--- config.mk ---
export PLATFORM = sky130hd
export DESIGN_NAME = mem_access
export DESIGN_NICKNAME = d
export VERILOG_FILES = /design/src/rtl/mem_access.sv
export SDC_FILE = /design/constraint.sdc
export NUM_CORES = 1
export LEC_CHECK = 0
export CORE_MARGIN = 2
export CORE_UTILIZATION = 43
export DETAILED_ROUTE_END_ITERATION = 10
export PLACE_DENSITY = 0.87
export SETUP_SLACK_MARGIN = 0.3
export SYNTH_ARGS = -nofsm -noshare
export SYNTH_HDL_FRONTEND = slang
export SYNTH_SLANG_ARGS = --single-unit
--- constraint.sdc ---
create_clock -name clk -period 2.6 [get_ports clk]
set_input_delay 0.78 -clock clk [delete_from_list [all_inputs] [get_ports clk]]
set_output_delay 0.78 -clock clk [all_outputs]
set_load 0.05 [all_outputs]
--- src/rtl/mem_access.sv ---
// Memory-stage load/store engine: drives one data-RAM request per load/store,
// holds the pipeline while the access is in flight and returns an aligned, extended load value.
module mem_access #(
    parameter int TIMEOUT = 255
) (
    input  logic        clk,
    input  logic        resetn,
    input  logic [31:0] ex_pc,
    input  logic [31:0] ex_alu_out,
    input  logic [31:0] ex_rdata2,
    input  logic        ex_is_ram,
    input  logic        ex_ram_we,
    input  logic [3:0]  ex_ram_wen,
    input  logic [1:0]  ex_ram_sign,
    output logic        data_req,
    output logic        data_wr,
    output logic [3:0]  data_be,
    output logic [31:0] data_addr,
    output logic [31:0] data_wdata,
    input  logic        data_addr_ok,
    input  logic        data_data_ok,
    input  logic [31:0] data_rdata,
    output logic        mem_stall,
    output logic        mem_done,
    output logic [31:0] mem_rdata,
    output logic        mem_misalign,
    output logic        mem_err,
    output logic [31:0] mem_err_pc
);
    localparam int CW = $clog2(TIMEOUT + 1);
    localparam logic [CW-1:0] CNT_LAST = CW'(TIMEOUT - 1);
    localparam logic [CW-1:0] CNT_MAX  = {CW{1'b1}};

    typedef enum logic [1:0] {S_IDLE, S_REQ, S_WAIT, S_DONE} state_t;
    typedef enum logic [1:0] {SZ_BYTE, SZ_HALF, SZ_WORD} size_t;

    state_t        state_reg, state_next;
    logic          data_req_reg, data_req_next;
    logic          data_wr_reg, data_wr_next;
    logic [3:0]    data_be_reg, data_be_next;
    logic [31:0]   data_addr_reg, data_addr_next;
    logic [31:0]   data_wdata_reg, data_wdata_next;
    logic [1:0]    lane_reg, lane_next;
    size_t         size_reg, size_next;
    logic          sign_reg, sign_next;
    logic [CW-1:0] cnt_reg, cnt_next;
    logic [31:0]   mem_rdata_reg, mem_rdata_next;
    logic          mem_done_reg, mem_done_next;
    logic          mem_misalign_reg, mem_misalign_next;
    logic          mem_err_reg, mem_err_next;
    logic [31:0]   mem_err_pc_reg, mem_err_pc_next;

    size_t       ex_size;
    logic [1:0]  ex_lane;
    logic [3:0]  ex_mask;
    logic [3:0]  ex_be;
    logic [31:0] ex_wdata;
    logic        ex_misalign;
    logic        start;
    logic [31:0] ld_shift;
    logic [31:0] ld_result;
    logic [31:0] resp_value;
    logic        unused_sign;

    // Bit1 of the sign field carries no meaning here.
    assign unused_sign = ex_ram_sign[1];

    // Any size mask other than byte/half is taken as a full word.
    always_comb begin
        case (ex_ram_wen)
            4'b0001: begin ex_size = SZ_BYTE; ex_mask = 4'b0001; end
            4'b0011: begin ex_size = SZ_HALF; ex_mask = 4'b0011; end
            default: begin ex_size = SZ_WORD; ex_mask = 4'b1111; end
        endcase
    end

    assign ex_lane     = ex_alu_out[1:0];
    assign ex_be       = ex_mask << ex_lane;
    assign ex_misalign = ((ex_size == SZ_HALF) && ex_lane[0]) ||
                         ((ex_size == SZ_WORD) && (ex_lane != 2'b00));
    assign start       = (state_reg == S_IDLE) && ex_is_ram;

    // Each byte lane carries byte (lane mod size) of rt, so the slave can pick any enabled lane.
    for (genvar gi = 0; gi < 4; gi++) begin : g_wlane
        assign ex_wdata[gi*8 +: 8] = (ex_size == SZ_BYTE) ? ex_rdata2[7:0] :
                                     (ex_size == SZ_HALF) ? ex_rdata2[(gi%2)*8 +: 8] :
                                                            ex_rdata2[gi*8 +: 8];
    end

    assign ld_shift = data_rdata >> {lane_reg, 3'b000};

    always_comb begin
        case (size_reg)
            SZ_BYTE: ld_result = {{24{sign_reg & ld_shift[7]}},  ld_shift[7:0]};
            SZ_HALF: ld_result = {{16{sign_reg & ld_shift[15]}}, ld_shift[15:0]};
            default: ld_result = data_rdata;
        endcase
    end

    assign resp_value = data_wr_reg ? 32'd0 : ld_result;

    always_comb begin
        state_next        = state_reg;
        data_req_next     = data_req_reg;
        data_wr_next      = data_wr_reg;
        data_be_next      = data_be_reg;
        data_addr_next    = data_addr_reg;
        data_wdata_next   = data_wdata_reg;
        lane_next         = lane_reg;
        size_next         = size_reg;
        sign_next         = sign_reg;
        cnt_next          = cnt_reg;
        mem_rdata_next    = mem_rdata_reg;
        mem_done_next     = 1'b0;
        mem_misalign_next = 1'b0;
        mem_err_next      = 1'b0;
        mem_err_pc_next   = mem_err_pc_reg;
        case (state_reg)
            S_IDLE: begin
                if (start && ex_misalign) begin
                    mem_err_pc_next   = ex_pc;
                    mem_rdata_next    = 32'd0;
                    mem_done_next     = 1'b1;
                    mem_misalign_next = 1'b1;
                    state_next        = S_DONE;
                end else if (start) begin
                    data_req_next   = 1'b1;
                    data_wr_next    = ex_ram_we;
                    data_be_next    = ex_be;
                    data_addr_next  = {ex_alu_out[31:2], 2'b00};
                    data_wdata_next = ex_wdata;
                    lane_next       = ex_lane;
                    size_next       = ex_size;
                    sign_next       = ex_ram_sign[0];
                    state_next      = S_REQ;
                end
            end
            S_REQ: begin
                if (data_addr_ok) begin
                    data_req_next = 1'b0;
                    cnt_next      = '0;
                    if (data_data_ok) begin
                        mem_rdata_next = resp_value;
                        mem_done_next  = 1'b1;
                        state_next     = S_DONE;
                    end else begin
                        state_next = S_WAIT;
                    end
                end
            end
            S_WAIT: begin
                // A response on the final counted cycle still wins over the timeout.
                if (data_data_ok) begin
                    mem_rdata_next = resp_value;
                    mem_done_next  = 1'b1;
                    state_next     = S_DONE;
                end else if (cnt_reg == CNT_LAST) begin
                    mem_rdata_next  = 32'd0;
                    mem_err_pc_next = ex_pc;
                    mem_err_next    = 1'b1;
                    mem_done_next   = 1'b1;
                    state_next      = S_DONE;
                end else if (cnt_reg != CNT_MAX) begin
                    cnt_next = cnt_reg + CW'(1);
                end
            end
            default: begin
                state_next = S_IDLE;
            end
        endcase
    end

    always_ff @(posedge clk) begin
        if (resetn) begin
            state_reg        <= S_IDLE;
            data_req_reg     <= 1'b0;
            data_wr_reg      <= 1'b0;
            data_be_reg      <= 4'd0;
            data_addr_reg    <= 32'd0;
            data_wdata_reg   <= 32'd0;
            lane_reg         <= 2'd0;
            size_reg         <= SZ_BYTE;
            sign_reg         <= 1'b0;
            cnt_reg          <= '0;
            mem_rdata_reg    <= 32'd0;
            mem_done_reg     <= 1'b0;
            mem_misalign_reg <= 1'b0;
            mem_err_reg      <= 1'b0;
            mem_err_pc_reg   <= 32'd0;
        end else begin
            state_reg        <= state_next;
            data_req_reg     <= data_req_next;
            data_wr_reg      <= data_wr_next;
            data_be_reg      <= data_be_next;
            data_addr_reg    <= data_addr_next;
            data_wdata_reg   <= data_wdata_next;
            lane_reg         <= lane_next;
            size_reg         <= size_next;
            sign_reg         <= sign_next;
            cnt_reg          <= cnt_next;
            mem_rdata_reg    <= mem_rdata_next;
            mem_done_reg     <= mem_done_next;
            mem_misalign_reg <= mem_misalign_next;
            mem_err_reg      <= mem_err_next;
            mem_err_pc_reg   <= mem_err_pc_next;
        end
    end

    assign mem_stall    = !resetn && (start || (state_reg == S_REQ) || (state_reg == S_WAIT));
    assign data_req     = data_req_reg;
    assign data_wr      = data_wr_reg;
    assign data_be      = data_be_reg;
    assign data_addr    = data_addr_reg;
    assign data_wdata   = data_wdata_reg;
    assign mem_done     = mem_done_reg;
    assign mem_rdata    = mem_rdata_reg;
    assign mem_misalign = mem_misalign_reg;
    assign mem_err      = mem_err_reg;
    assign mem_err_pc   = mem_err_pc_reg;
endmodule

==> flow_summary_export.csv <==
group,metric,value,unit
run_status,status,"complete, no violations",
layout,n_antenna_cell,0,
detailed_routing,wl,22000,µm
yosys,ys_ff_latch,150,
detailed_routing,dr.max_layer_used,"met4",
grt,first_global_vias,6627,
yosys,ys_seq_area_frac,0.454,
floorplan,chipHeight,128,µm
yosys,synth_top_area_cell,"dfxtp_1",
yosys,yosysMostFrequentCell,"nand2_1",
placement,port_buffers,274,
yosys,yosys_warnings,0,
timing,rsz0062_at_grt,"yes",
detailed_routing,drc,0,
job,max-cap-violations,0,
power_and_ir_drop,p_total,9130,µW
yosys,synthDistinctLibCells,62,
clock_tree,cts.sinks,150,
yosys,synth_flop_cell,"dfxtp_1",
yosys,synth_top_area_frac,0.454,
grt,grt_max_degree,92,
timing,worst_slew_pin_slew,0.740,ns
timing,relSlewSlack,0.506,
grt,grt_first_pass_wirelength,34000,µm
floorplan,dieArea,16400,µm²
detailed_routing,vias,6954,
setup_path,crit_type,"in2out",
setup_path,cp_slowest_cell,"clkdlybuf4s15_1",
yosys,synthTopCellsByArea,"dfxtp_1 45%, nand2_1 9.4%, mux2i_1 6.4%",
clock_tree,hold_buffers,0,
detailed_routing,routed-wl-met2,10900,µm
floorplan,die_x,128,µm
power_and_ir_drop,swShare,0.393,
clock_tree,htreeDepth,4,
setup_path,reg2reg_from,"cnt_reg[3]$_SDFFE_PP0P_",
setup_path,crit_family,"buffers and inverters",
setup_path,start_kind,"input port",
setup_path,cp_max_fo,3,
power_and_ir_drop,power.density,881,nW/µm²
floorplan,num_rows,45,
worst_hold_path,hold_path.class,"reg2reg",
detailed_routing,dr.pass1.iters,5,
setup_path,r2r_slack,0.58,ns
setup_path,max_stage_delay,0.20,ns
clock_tree,root_buffer,"clkbuf_16",
detailed_routing,post_drt_wl_per_cell,17.1,µm
timing,fin_crit,2.30,ns
detailed_routing,detail_route.iter0.violations,550,
setup_path,crit_end,"mem_stall",
timing,setup_ws,0.300,ns
yosys,avgSynthCellArea,8.35,µm²
setup_path,reg2reg_to,"mem_rdata[29]$_SDFFE_PP0P_",
power_and_ir_drop,power_frac_comb,0.430,
yosys,synth_area,6620,µm²
layout,multi_input_area,3280,µm²
timing,finalMaxSlewViolations,0,
grt,grt_use_total,0.263,
placement,place_ws,-0.344,ns
timing,max_freq,0.435,GHz
yosys,synth_commonest_cells,"166 x nand2_1, 150 x dfxtp_1, 90 x nor2_1",
clock_tree,cts_tree,"built",
timing,hold_viol,0,
setup_path,cp-end-kind,"output port",
layout,final_layout_size_suffix_gt1_frac,0.115,
grt,antenna_found_initial,0,
setup_path,worst-r2r-cell-count,7,
floorplan,io_pins,278,
detailed_routing,avgViaCountPerCell,5.42,
detailed_routing,wl_met1,8450,µm
detailed_routing,ant_nets,0,
power_and_ir_drop,clkPwrFrac,0.267,
timing,fin_crit_sh,0.885,
layout,area_delta_synth_final,56.7,%
power_and_ir_drop,leakage,0.00458,µW
floorplan,start_util,0.438,
detailed_routing,met3_wirelength,1910,µm
yosys,async_flop_share,0,
placement,routabilityCongestion,0.903,
power_and_ir_drop,switchingPower,3590,µW
clock_tree,cts_max_path_buffers,2,
timing,setup_violations,0,
clock_tree,numCtsBuffers,17,
power_and_ir_drop,p_int,5540,µW
power_and_ir_drop,irDropWorstVdd,0.000680,V
layout,fill_cells,1232,
layout,final_nets,1228,
layout,register_area,3010,µm²
power_and_ir_drop,seqPwrFrac,0.303,
yosys,synth_edf_count,0,
setup_path,cp.depth,5,
clock_tree,path_clk_slew,0.06,ns
floorplan,core,15100,µm²
clock_tree,clkLatencyLatePin,0.42,ns
setup_path,cp-startpoint,"ex_is_ram",
setup_path,worstPathArrival,1.52,ns
grt,grt_overflow,0,
timing,skew,0.00879,ns
setup_path,path_buf_inv,3,
setup_path,worstPathCellList,"clkdlybuf4s15_1 -> buf_4 -> nand2_2 -> a21oi_4 -> buf_12",
placement,hpwl,15400,µm
setup_path,cp.required,1.82,ns
yosys,synthCells,792,
[cells in the final DEF (no fill, tap or decap), types with 16 or more instances in the layout]
master	instances
clkdlybuf4s50_1	131
clkbuf_16	17
inv_1	18
nor2_1	89
nand2_1	165
nand3_1	31
dfxtp_1	148
o41ai_1	16
a21oi_1	75
buf_4	50
mux2i_1	42
dlygate4sd2_1	137
[how the worst min path moves through the flow]
stage | from | endpoint | slack (ns) | depth (start not counted)
after global routing | data_addr[25]$_SDFFE_PP0P_ | data_addr[25]$_SDFFE_PP0P_ | 0.46 | 2
after global placement | mem_rdata[10]$_SDFFE_PP0P_ | mem_rdata[10]$_SDFFE_PP0P_ | 0.44 | 2
final | data_addr[27]$_SDFFE_PP0P_ | data_addr[27]$_SDFFE_PP0P_ | 0.45 | 2
after CTS | data_addr[27]$_SDFFE_PP0P_ | data_addr[27]$_SDFFE_PP0P_ | 0.45 | 2
after detailed placement | mem_rdata[9]$_SDFFE_PP0P_ | mem_rdata[9]$_SDFFE_PP0P_ | 0.45 | 2
after floorplan | sign_reg$_SDFFE_PP0P_ | sign_reg$_SDFFE_PP0P_ | 0.45 | 2
[power groups by stage]
stage / Sequential, µW / Combinational (µW) / Clock, µW
final: 2770 / 3920 / 2440
after global routing: 2800 / 4160 / 2570
after CTS: 2750 / 3830 / 2470
after detailed placement: 2810 / 3940 / 0
after global placement: 2790 / 3890 / 0
after floorplan: 3700 / 1630 / 0
[worst register-to-register path, stage by stage (launching register included)]
cell and delay, ns:
dfxtp_1 0.37, nand4_1 0.28, o21ai_0 0.31, buf_4 0.16
and3_1 0.17, nand2_1 0.09, buf_12 0.16, o41ai_1 0.36
[repair_timing]
item | in CTS | in global routing
setup endpoints to repair | 224 | 27
gates cloned | 1 | 0
resized for setup | 145 | 15
buffers inserted | 4 | 4
pin swaps | 4 | 3
[stage by stage]
stage | instances | setup TNS (ns) | area, µm² | hold WS, ns | util
2_1_floorplan | 793 | 0 | 6680 | 0.453 | -
3_3_place_gp | 1242 | -17.70 | 9810 | 0.440 | 0.650
3_5_place_dp | 1242 | -21.73 | 9810 | 0.447 | 0.650
4_1_cts | 1279 | 0 | 10300 | 0.452 | 0.682
5_1_grt | 1283 | 0 | 10400 | 0.462 | 0.687
6_report | 1283 | 0 | 10400 | 0.450 | 0.687
[cell type report]
cell class | count | area share
multi-input combinational | 557 | 0.316
timing repair buffer | 335 | 0.307
sequential | 150 | 0.290
clock buffer | 21 | 0.0444
tap | 188 | 0.0227
clock inverter | 11 | 0.0121
inverter | 21 | 0.00760
[logic make-up (layout without fill, tap and decap cells)]
kind of cell,Yosys count,in the layout,synth area share
and+or+nand+nor,322,322,0.208
AOI/OAI and AO/OA,172,172,0.179
DFF,150,150,0.454
buffers and inverters,86,388,0.0636
muxes,51,51,0.0789
adders and majority gates,6,6,0.0113
xor gates and xnor gates,4,4,0.00530
other,1,2,0.000567
[per-layer routing]
layer / vias up / GRT usage
li1: 3341 / -
met1: 3240 / 0.302
met2: 319 / 0.452
met3: 54 / 0.0831
met4: 0 / 0.110
met5: - / 0
Note: power is estimated with default switching activity, not from simulation.
==> patch 1: new RTL, config.mk and constraints unchanged <==
Put one more register stage on the output `mem_err`, with the module's reset. The value now appears one clock later. The other outputs are not delayed to match.
--- a/src/rtl/mem_access.sv
+++ b/src/rtl/mem_access.sv
@@ -215,7 +215,13 @@
     assign mem_done     = mem_done_reg;
     assign mem_rdata    = mem_rdata_reg;
     assign mem_misalign = mem_misalign_reg;
-    assign mem_err      = mem_err_reg;
+    always_ff @(posedge clk) begin
+        if (resetn) begin
+            mem_err <= '0;
+        end else begin
+            mem_err <= mem_err_reg;
+        end
+    end
     assign mem_err_pc   = mem_err_pc_reg;
 endmodule
 
Function: no difference found for any inputs over 4 cycles, from zero or initial values and one cycle with resetn high; that may be too few to reach the edited logic, so the function may still have changed.
==> patch 1 against the original RTL <==
  * Die area is 1.2% higher
  * Core utilization grew 1.7 points
  * Critical path type unchanged
  * Combinational power increased by 5.6%
  * Highest routed layer is now met5
  * Clock skew is essentially flat
  * Power grew 3.2%
  * Largest cell class unchanged
  * Final cell count rose by 0.23%
  * Sequential cell count rose by 1
  * Non-clock buffer count grew 9
  * Clock power up 2%
  * Area after synthesis rose by 1.3%
  * Cell area grew 3.2%
  * Worst setup slack lost 0.095 ns
  * Wire length up 5.2%
==> patch 1: results (changes against the original RTL) <==
stage,metric,value,unit,change
layout,fraction of final layout cells sized beyond drive strength 1,14.12,%,+2.6 points
layout,multi-input combinational gate total,556,,-0.18%
global_route,vias in the first global route,6900,,+4.1%
synth,Yosys cell types,65,,+4.8%
cts,CTS root buf,clkbuf_16,,
synth,Post-synth top cells,"nand2_1, dfxtp_1, nor2_1",,
pwr,Gate power share,44.0,%,+1.0 points
sta,max-slew violation count,0,,unchanged
drt,DR WL met2,11230,um,+2.8%
drt,via count,7071,,+1.7%
synth,register area share after synthesis,45.12,%,-0.28 points
layout,Clock buf/inv share,5.669,%,+0.021 points
global_route,met2 global-route usage,44.72,%,-0.45 points
pwr,sw power,3.689,mW,+2.9%
worst_setup_path,critical path's slowest cell,dlygate4sd2_1,,
pwr,Power Density,879.8,mW/mm^2,about the same
global_route,GR Layer Usage met3,6.736,%,-1.6 points
synth,synth top area cells,"dfxtp_1, nand2_1, mux2i_1, a21oi_1, nor2_1",,
pwr,Clock net power,2.50,mW,+2%
worst_setup_path,crit-path max FO,5,,+2
synth,adder and majority gate portion of the synthesized area,1.120,%,-0.014 points
cts,TritonCTS sink count,151,,+0.67%
pwr,Leak,4.714,nW,+3.0%
sta,worst-margin pin slew,0.5767,ns,-0.1637 ns
sta,Clock Skews,0.009281,ns,+0.0004900 ns
global_route,pin count of the biggest net entering global routing,121,,+32%
drt,wire per inst,17.99,um,+4.9%
layout,clkbuf count,20,,-4.8%
layout,sequential cell area share,28.25,%,-0.74 points
placement,gpl congestion,0.9286,,+2.8%
status,outcome,finished clean,,
drt,DR iter-0 viols,528,,-4.0%
layout,multi-input gate share of total cell area,31.87,%,+0.28 points
worst_setup_path,Crit Reg-Reg Startpoint,cnt_reg[1]$_SDFFE_PP0P_,,
placement,HPWL after detailed placement,16170,um,+5.2%
global_route,first-pass GRT wire length,35510,um,+4.5%
global_route,GRT Util Overall,27.21,%,+0.95 points
layout,Non-Clock Buffer Area Fraction,31.49,%,+0.74 points
synth,XOR/XNOR Fraction of Synth Area,0.7843,%,+0.25 points
synth,mux share of post-synthesis cell area,7.638,%,-0.25 points
synth,Synth Cell Area,0.006700,mm^2,+1.3%
hold_path,min-delay src,mem_rdata[9]$_SDFFE_PP0P_,,
drt,routed wl met3,1609,um,-16%
drt,met1 wire length,9605,um,+14%
worst_setup_path,crit-path max cell delay,0.31,ns,+0.11 ns
layout,fillers,1172,,-4.9%
layout,nets,1231,,+0.24%
pwr,peak supply drop,841.9,uV,+24%
layout,Non-clk bufs,344,,+2.7%
synth,Compound-Gate Fraction of Synth Area,19.63,%,+1.8 points
synth,area share of the largest cell type after synthesis,45.12,%,-0.28 points
placement,placed cell area,0.009832,mm^2,+0.26%
global_route,M1 GR Usage,33.99,%,+3.8 points
global_route,initial antenna violation count,1,,+1
layout,inverters,15,,-29%
-- patch 1: changes by cell type after synthesis, moves of 6 or more --
cell,unedited run,this run
a211oi_1,1,8
a221oi_1,8,0
nor2_1,90,77
o2111ai_1,0,10
o21ai_0,5,11
xnor2_1,0,6
-- patch 1: path summary, 6_finish.rpt --
check	endpoint	slack (ns)	cells after the start
worst max register to register	mem_rdata[11]$_SDFFE_PP0P_	0.48	7
worst max-delay path	mem_stall	0.20	4
worst min register to register	mem_rdata[9]$_SDFFE_PP0P_	0.44	2
worst min-delay path	mem_rdata[9]$_SDFFE_PP0P_	0.44	2
-- patch 1: metrics by stage --
step                power, mW  setup WS, ns  cells
floorplan               5.376        0.2546    787
global placement        6.688       -0.2731   1235
detailed placement      6.771       -0.3278   1235
CTS                     9.289        0.1391   1281
global route            9.820        0.1819   1286
finish                  9.419        0.2044   1286
-- patch 1: repair_timing --
item                                    CTS  global route
pin swaps                                 4             7
buffers inserted                          7             5
endpoints found under the setup margin  245            72
gates resized for setup                 151            25
cloned                                    7             0
==> patch 2: new RTL, same settings <==
Made on the original files. Set the parameter `TIMEOUT` to 510 (it was 255).
--- a/src/rtl/mem_access.sv
+++ b/src/rtl/mem_access.sv
@@ -1,7 +1,7 @@
 // Memory-stage load/store engine: drives one data-RAM request per load/store,
 // holds the pipeline while the access is in flight and returns an aligned, extended load value.
 module mem_access #(
-    parameter int TIMEOUT = 255
+    parameter int TIMEOUT = 510
 ) (
     input  logic        clk,
     input  logic        resetn,
Check against the original RTL: same outputs for any inputs over 4 cycles, from zero or initial values and one cycle with resetn high; that may be too few to reach the edited logic, so the function may still have changed.
==> patch 2 against the original RTL <==
  * Die area is 2.2% higher
  * Wire length grew 7.8%
  * Sequential cell count grew 1
  * Power is 0.81% lower
  * Core utilization is 1.4 points higher
  * Synthesized cell count grew 6.9%
  * First-iteration DRC count decreased by 22%
  * Cell area up 3.6%
  * Worst setup slack better by 0.029 ns
  * Area after synthesis rose by 2.3%
  * Final cell count is 6.2% higher
  * Critical endpoint unchanged
  * Largest cell class unchanged
  * Highest routed layer unchanged
==> patch 2: results (changes against the original RTL) <==
stage,metric,value,unit,change
placement,HPWL after detailed placement,16570,um,+7.8%
global_route,pin count of the biggest net entering global routing,68,,-26%
global_route,GRT Util Overall,27.63,%,+1.4 points
worst_setup_path,internal reg-to-reg setup slack,0.37,ns,-0.21 ns
placement,gpl congestion,0.8336,,-7.7%
drt,Avg Vias per Cell,5.352,,-1.2%
worst_setup_path,crit-path max FO,9,,+6
drt,DR pass1 iterations,4,,-1
worst_setup_path,Worst R2R End,cnt_reg[5]$_SDFFE_PP0P_,,
cts,CTS root buf,clkbuf_16,,
synth,share of synthesized registers carrying an async set or reset,0,%,unchanged
synth,synth top area cells,"dfxtp_1, nand2_1, a21oi_1, o21ai_0, mux2i_1",,
cts,Worst-Skew Late Latency,0.42,ns,about the same
sta,worst-margin pin slew,0.7458,ns,+0.005407 ns
placement,I/O Buffers,274,,unchanged
worst_setup_path,Worst EP arrival,1.49,ns,-0.03 ns
status,outcome,finished clean,,
hold_path,min-delay src,mem_rdata[7]$_SDFFE_PP0P_,,
hold_path,hold path endpoint,mem_rdata[7]$_SDFFE_PP0P_,,
sta,Clock Skews,0.01001,ns,+0.001217 ns
cts,post-CTS resize count,154,,+6.2%
cts,hold buffer count at cts,0,,unchanged
pwr,peak supply drop,462.9,uV,-32%
placement,placed cell area,0.009992,mm^2,+1.9%
worst_setup_path,critical path's slowest cell,dfxtp_2,,
cts,H-tree Lvls,4,,unchanged
worst_setup_path,crit path from,state_reg[0]$_SDFFE_PP0P_,,
cts,setup bufs post-CTS,6,,+2
global_route,first-pass GRT wire length,36040,um,+6.1%
synth,register area share after synthesis,44.68,%,-0.71 points
worst_setup_path,Reg2Reg Depth,8,,+1
worst_setup_path,Crit Reg-Reg Startpoint,cnt_reg[0]$_SDFFE_PP0P_,,
global_route,vias in the first global route,7087,,+6.9%
drt,total routed wirelength,23710,um,+7.8%
layout,fraction of final layout cells sized beyond drive strength 1,11.47,%,-0.039 points
pwr,Leak,4.513,nW,-1.4%
synth,Post-synth top cells,"nand2_1, dfxtp_1, a21oi_1",,
cts,clock-pin slew on the worst setup and hold paths,0.06,ns,about the same
hold_path,Hold Path Cell Cnt,2,,unchanged
drt,DR iter-0 viols,427,,-22%
cts,CTS Buffer Depth,2,,unchanged
synth,Yosys cell types,58,,-6.5%
layout,nets,1287,,+4.8%
hold_path,Hold WC Path Type,flop to flop,,
synth,YS warnings,0,,unchanged
placement,DP Worst Slack,-0.3224,ns,+0.02189 ns
synth,Main synth FF type,dfxtp_1,,
worst_setup_path,crit-path max cell delay,0.39,ns,+0.19 ns
sta,final worst path period need,2.271,ns,-0.02903 ns
==> patch 2: changes by cell type after synthesis, moves of 24 or more <==
cell and change:
nor2_1 -57, o21ai_0 +34, nand2_1 +73, a21oi_1 +39, nand3_1 -24, nand3b_1 +25
==> patch 2: power by group <==
group,internal [mW],leakage (nW),switching (mW),total (mW)
combinational,1.37,3.00,2.43,3.80
sequential,2.62,1.23,0.179,2.80
clock,1.47,0.280,0.990,2.46
total,5.46,4.51,3.60,9.06
==> patch 2: cells by family after synthesis <==
family,after synthesis,share of synthesized area [%]
multiplexers,20,3.015
AND/OR/NAND/NOR,356,24.01
XOR/XNOR,2,0.2590
AO/OA/AOI/OAI,231,21.47
flip-flops,151,44.68
adder cells (fa/ha/maj),8,1.480
buffers and inverters,78,5.030
other,1,0.05543
==> patch 2: area by class of cell <==
type	count	area [um^2]
clock buffer	21	460.4
clock inverter	10	120.1
fill	1243	4577
inverter	10	37.54
multi-input combinational	619	3510
sequential	151	3025
tap	211	264.0
timing repair buffer	340	3321
==> patch 2: metal layers <==
layer / global-route usage, % / part of all wire (%)
met2: 47.89 / 49
met4: 13.03 / 3.9
met1: 30.68 / 39
met3: 9.125 / 8.1
met5: 0 / 0
==> patch 2: worst max-delay path, delay by kind of cell, from the launching register on <==
family / cells / cell delay (ns)
flops: 1 / 0.39
simple gates: 1 / 0.17
compound gates: 1 / 0.08
buf+inv: 2 / 0.23
fa+ha+maj: 1 / 0.19
==> patch 2: stage by stage <==
stage          hold slack, ns  power [mW]  setup TNS, ns  std cells
2_1_floorplan          0.4605       5.107              0        848
3_3_place_gp           0.4394       6.522         -13.41       1316
3_5_place_dp           0.4457       6.596         -18.90       1316
4_1_cts                0.4517       8.988              0       1359
5_1_grt                0.4690       9.473              0       1362
6_report               0.4489       9.056              0       1362
